## src/rtl/risc8_pkg.sv

```systemverilog
// Shared constants and read-owner encoding for the risc8 RAM port.
// Used by the arbiter and the parent that instantiates the RAM.
package risc8_pkg;

  localparam int DEF_ADDR_W = 16;
  localparam int DEF_DATA_W = 8;

  typedef enum logic [1:0] {
    OWN_NONE = 2'd0,
    OWN_CPU  = 2'd1,
    OWN_DMA  = 2'd2
  } own_e;

endpackage

```

## src/rtl/risc8_ram_arb.sv

```systemverilog
// CPU/DMA arbiter for one single-port RAM with a starvation wait counter.
// Define RISC8_RAM_ARB_RR_EN for round-robin contention, else cpu wins.
module risc8_ram_arb
  import risc8_pkg::*;
#(
  parameter int ADDR_W   = DEF_ADDR_W,
  parameter int DATA_W   = DEF_DATA_W,
  parameter int MAX_WAIT = 15
) (
  input  logic              clk,
  input  logic              reset,
  input  logic              cpu_req,
  input  logic              cpu_wen,
  input  logic [ADDR_W-1:0] cpu_addr,
  input  logic [DATA_W-1:0] cpu_wdata,
  input  logic              dma_req,
  input  logic              dma_wen,
  input  logic [ADDR_W-1:0] dma_addr,
  input  logic [DATA_W-1:0] dma_wdata,
  output logic              cpu_gnt,
  output logic              dma_gnt,
  output logic              cpu_rvalid,
  output logic              dma_rvalid,
  output logic [DATA_W-1:0] cpu_rdata,
  output logic [DATA_W-1:0] dma_rdata,
  output logic              ram_wen,
  output logic [ADDR_W-1:0] ram_addr,
  output logic [DATA_W-1:0] ram_wdata,
  input  logic [DATA_W-1:0] ram_rdata
);

  localparam int WW = $clog2(MAX_WAIT + 1);
  localparam logic [WW-1:0] WMAX = WW'(MAX_WAIT);

  logic [WW-1:0] cpu_wait;
  logic [WW-1:0] dma_wait;
  own_e          rd_own;
  logic          dma_wins;
  logic          base_dma;

`ifdef RISC8_RAM_ARB_RR_EN
  logic prio_dma;

  always_ff @(posedge clk) begin
    if (reset) begin
      prio_dma <= 1'b0;
    end else if (cpu_gnt) begin
      prio_dma <= 1'b1;
    end else if (dma_gnt) begin
      prio_dma <= 1'b0;
    end
  end

  assign base_dma = prio_dma;
`else
  assign base_dma = 1'b0;
`endif

  // A saturated wait counter overrides the base policy
  always_comb begin
    if (dma_wait == WMAX) begin
      dma_wins = 1'b1;
    end else if (cpu_wait == WMAX) begin
      dma_wins = 1'b0;
    end else begin
      dma_wins = base_dma;
    end
  end

  assign cpu_gnt = !reset && cpu_req
                   && (!dma_req || !dma_wins);
  assign dma_gnt = !reset && dma_req
                   && (!cpu_req || dma_wins);

  always_comb begin
    ram_wen   = 1'b0;
    ram_addr  = cpu_addr;
    ram_wdata = cpu_wdata;
    if (dma_gnt) begin
      ram_wen   = dma_wen;
      ram_addr  = dma_addr;
      ram_wdata = dma_wdata;
    end else if (cpu_gnt) begin
      ram_wen = cpu_wen;
    end
  end

  always_ff @(posedge clk) begin
    if (reset) begin
      cpu_wait <= '0;
      dma_wait <= '0;
    end else begin
      if (!cpu_req || cpu_gnt) begin
        cpu_wait <= '0;
      end else if (cpu_wait != WMAX) begin
        cpu_wait <= cpu_wait + WW'(1);
      end
      if (!dma_req || dma_gnt) begin
        dma_wait <= '0;
      end else if (dma_wait != WMAX) begin
        dma_wait <= dma_wait + WW'(1);
      end
    end
  end

  always_ff @(posedge clk) begin
    if (reset) begin
      rd_own <= OWN_NONE;
    end else if (cpu_gnt && !cpu_wen) begin
      rd_own <= OWN_CPU;
    end else if (dma_gnt && !dma_wen) begin
      rd_own <= OWN_DMA;
    end else begin
      rd_own <= OWN_NONE;
    end
  end

  // Reset arriving right after a read grant drops the pending pulse
  assign cpu_rvalid = (rd_own == OWN_CPU) && !reset;
  assign dma_rvalid = (rd_own == OWN_DMA) && !reset;
  assign cpu_rdata  = ram_rdata;
  assign dma_rdata  = ram_rdata;

endmodule

```

## config.mk

```make
export PLATFORM = sky130hd
export DESIGN_NAME = risc8_ram_arb
export DESIGN_NICKNAME = d
export VERILOG_FILES = /design/src/rtl/risc8_pkg.sv /design/src/rtl/risc8_ram_arb.sv
export SDC_FILE = /design/constraint.sdc
export NUM_CORES = 1
export LEC_CHECK = 0
export CAP_MARGIN = 15
export CORE_MARGIN = 5
export CORE_UTILIZATION = 26
export DETAILED_ROUTE_END_ITERATION = 16
export PLACE_DENSITY = 0.86
export SLEW_MARGIN = 25
export SYNTH_ARGS = -nofsm -noshare
export SYNTH_HDL_FRONTEND = slang
export SYNTH_SLANG_ARGS = --single-unit
```

## constraint.sdc

```tcl
create_clock -name clk -period 4 [get_ports clk]
set_input_delay 0.8 -clock clk [delete_from_list [all_inputs] [get_ports clk]]
set_output_delay 0.8 -clock clk [all_outputs]
set_load 0.1 [all_outputs]
```

==> flow_metrics.tcl <==
set metrics [dict create \
    port_buffer_count 82 \
    finalInstanceArea_mm2 0.00175 \
    netlist-cell-type-count 20 \
    synth-warning-count 0 \
    postRouteAntennaNets 0 \
    hp-class "reg2reg" \
    antenna_found_initial 0 \
    drv_slew 0 \
    total_leakage_power_nw 0.727 \
    die_x_um 63.9 \
    regToRegSetupSlack_ns 2.50 \
    period_share_pct 85.2 \
    synth_compound_area_share_pct 3.31 \
    p_per_area_mw_per_mm2 252 \
    outcome "finished, final reports clean" \
    die-height_um 63.9 \
    clk-insertion-delay-late_ns 0.24 \
    cts.repair_timing.setup_buffer_count 0 \
    post_synth_main_area_contributors "sky130_fd_sc_hd__mux2_4 (34%), sky130_fd_sc_hd__dfxtp_1 (16%), sky130_fd_sc_hd__buf_4 (16%), sky130_fd_sc_hd__mux2_2 (10%), sky130_fd_sc_hd__buf_8 (4.0%)" \
    synth.ff_latch_count 6 \
    post_layout_nonfiller_instances 167 \
    synth_top_area_cell "sky130_fd_sc_hd__mux2_4" \
    hold_path_end "dma_wait[0]" \
    antennaDiodeCount 0 \
    layout.core_utilization_pct 62.8 \
    cts_hold_repair.buffers 0 \
    critical_path_class "in2out" \
    setup_skew_after_layout_ns 0.00192 \
    clock_tree.buffer_depth 2 \
    yosys.area_share.xor_xnor_pct 2.32 \
    max-slew-margin-rel_pct 71.6 \
    area_overhead_vs_synth_pct 131 \
    preCtsSetupSlack_ns 0.570 \
    synth.net_count 131 \
    synth_top_family_by_area "multiplexers" \
    cap_viol_max_count 0 \
    syn-instance-count 68 \
    routedWlPerCell_um 16.0 \
    globalRouteTotalUtil_pct 12.8 \
    grt_overflow 0 \
    yosys.area_share.simple_pct 12.3 \
    crit-reg2reg-capture "rd_own[1]" \
    power.ir.vdd_worst_v 0.000171 \
    wl_um 2670 \
    cts.root.buffer_cell "sky130_fd_sc_hd__clkbuf_4" \
    cts-buffers-inserted 3 \
    hpwlAfterDp_um 2500 \
    least_setup_slack_across_all_paths_after_layout_ns 0.590 \
    timing.critical_path.from_type "input port" \
    timing.hold.worst_path_depth 1 \
    worstPathMaxFanout 27 \
    fraction_of_final_layout_cells_sized_beyond_drive_strength_1_pct 44.1 \
    post_cts_resize_count 0 \
    synth.mux.area_fraction_pct 44.2 \
    cts_tree "done" \
    max_freq_ghz 0.293 \
    die_footprint_mm2 0.00409 \
    crit_path_end_kind "primary output" \
    initial_core_utilization_pct 27.2 \
    hold_viol 0 \
    first_pass_iters 2 \
    grt_first_pass_wirelength_um 4130 \
    rsz0062_at_grt "no" \
    clk_pin_slew_worst_paths_ns 0.04 \
    worstPathArrival_ns 2.61 \
    layout_filler_cell_count 199 \
    viasPerCell 4.59 \
    vias_in_the_first_global_route 939 \
    finish.net_count 201 \
    seq_area_frac_synth_pct 15.9 \
    reg2reg_from "dma_wait[0]" \
    number_of_setup_violations_in_the_final_report 0 \
    place.detailed.instances 164 \
    finalHoldWorstSlack_ns 0.472 \
    worst-endpoint-required_ns 3.20 \
    synthDominantCellAreaShare_pct 33.8 \
    drc 0 \
    gp_routability_congestion 0.711 \
    p_total_mw 0.441 \
    drt-initial-drc-count 6 \
    core-area_mm2 0.00278 \
    maximum_number_of_pins_on_one_net_before_global_route_repair 28 \
    numClockSinks 6 \
    fin_setup_tns_ns 0 \
    startpoint_of_the_tightest_hold_check_path "dma_wait[0]" \
    dr_total_vias 766 \
    final.min_clock_period_ns 3.41 \
    post_synth_fa_ha_maj_area_fraction_pct 1.66 \
    placement_rows 19 \
    clock_tree.htree_level_count 1 \
    syn_avg_cell_area_um2 11.1 \
    timing_worst_slew_pin_value_ns 0.426 \
    synth_area_um2 756 \
    dpl-instance-area_mm2 0.00173 \
    boundaryPins 107 \
    timing.reg2reg.worst_path_depth 5 \
]
[cells by family (layout without fill, tap and decap cells)]
group,count (synthesis),count (layout)
AND/OR/NAND/NOR,14,14
AO/OA/AOI/OAI,2,2
buffers and inverters,19,87
adder cells (fa/ha/maj),1,1
XOR/XNOR,2,2
multiplexers,24,24
flip-flops,6,6
[state kept, by name, summed over array words and instances (netlist names)]
| register | cells |
|---|---|
| dma_wait | 4 |
| rd_own | 2 |
[critical path, cell delays in order]
cell and delay [ns]:
sky130_fd_sc_hd__clkdlybuf4s50_1 0.45, sky130_fd_sc_hd__nand2b_2 0.25, sky130_fd_sc_hd__a21oi_4 0.12, sky130_fd_sc_hd__buf_4 0.39
sky130_fd_sc_hd__mux2_2 0.42, sky130_fd_sc_hd__buf_12 0.17
[worst max path at each step]
stage	startpoint	to	slack, ns	depth (start not counted)
finish	reset	ram_addr[1]	0.59	6
global route	reset	ram_addr[3]	0.48	6
CTS	reset	ram_addr[0]	0.57	6
detailed placement	reset	ram_addr[0]	0.57	6
global placement	reset	ram_addr[3]	0.63	6
floorplan	reset	cpu_rvalid	0.19	1
[synth_stat cells]
library cell and instances:
sky130_fd_sc_hd__inv_1 1, sky130_fd_sc_hd__ha_1 1, sky130_fd_sc_hd__nor2b_1 2, sky130_fd_sc_hd__nand3_1 1, sky130_fd_sc_hd__nand3_2 1, sky130_fd_sc_hd__mux2_4 17, sky130_fd_sc_hd__nand2_1 1, sky130_fd_sc_hd__buf_8 2
sky130_fd_sc_hd__and3b_1 1, sky130_fd_sc_hd__nor3b_1 3, sky130_fd_sc_hd__xnor2_1 1, sky130_fd_sc_hd__a22o_1 1, sky130_fd_sc_hd__nand4_1 1, sky130_fd_sc_hd__nand2b_2 1, sky130_fd_sc_hd__buf_4 16, sky130_fd_sc_hd__mux2_2 7
sky130_fd_sc_hd__a21oi_4 1, sky130_fd_sc_hd__dfxtp_1 6, sky130_fd_sc_hd__xor2_1 1, sky130_fd_sc_hd__nor3_1 3
[cell type report]
cell class                      count  area, um^2  share of cell area (%)
Timing Repair Buffer               83        1080                    61.8
Sequential cell                     6         120                    6.87
Clock buffer                        3        22.5                    1.29
Tap cell                           31        38.8                    2.22
Multi-Input combinational cell     43         482                    27.6
Inverter                            1        3.75                   0.215
[layout by cell type (no fill, tap or decap)]
master and count:
sky130_fd_sc_hd__dfxtp_1 6, sky130_fd_sc_hd__nor2b_1 2, sky130_fd_sc_hd__nand2_1 1, sky130_fd_sc_hd__xor2_1 1
sky130_fd_sc_hd__nand2b_2 1, sky130_fd_sc_hd__buf_12 26, sky130_fd_sc_hd__inv_1 1, sky130_fd_sc_hd__mux2_4 17
sky130_fd_sc_hd__mux2_2 7, sky130_fd_sc_hd__clkbuf_4 3, sky130_fd_sc_hd__a22o_1 1, sky130_fd_sc_hd__nand3_1 1
sky130_fd_sc_hd__nand3_2 1, sky130_fd_sc_hd__buf_4 4, sky130_fd_sc_hd__clkdlybuf4s50_1 53, sky130_fd_sc_hd__nor3_1 3
sky130_fd_sc_hd__and3b_1 1, sky130_fd_sc_hd__a21oi_4 1, sky130_fd_sc_hd__ha_1 1, sky130_fd_sc_hd__xnor2_1 1
sky130_fd_sc_hd__nor3b_1 3, sky130_fd_sc_hd__nand4_1 1
[where the power goes]
part	switching (mW)	internal, mW
logic	0.183	0.142
registers	0.000704	0.0613
clock network	0.0203	0.0338
[metal layers]
metal,global-route usage [%],vias up,share of wire (%)
met5,0,-,0
li1,-,361,-
met2,23.9,62,53
met4,4.68,0,1.2
met1,9.96,335,27
met3,9.28,8,19
(Power assumes the default switching activity.)
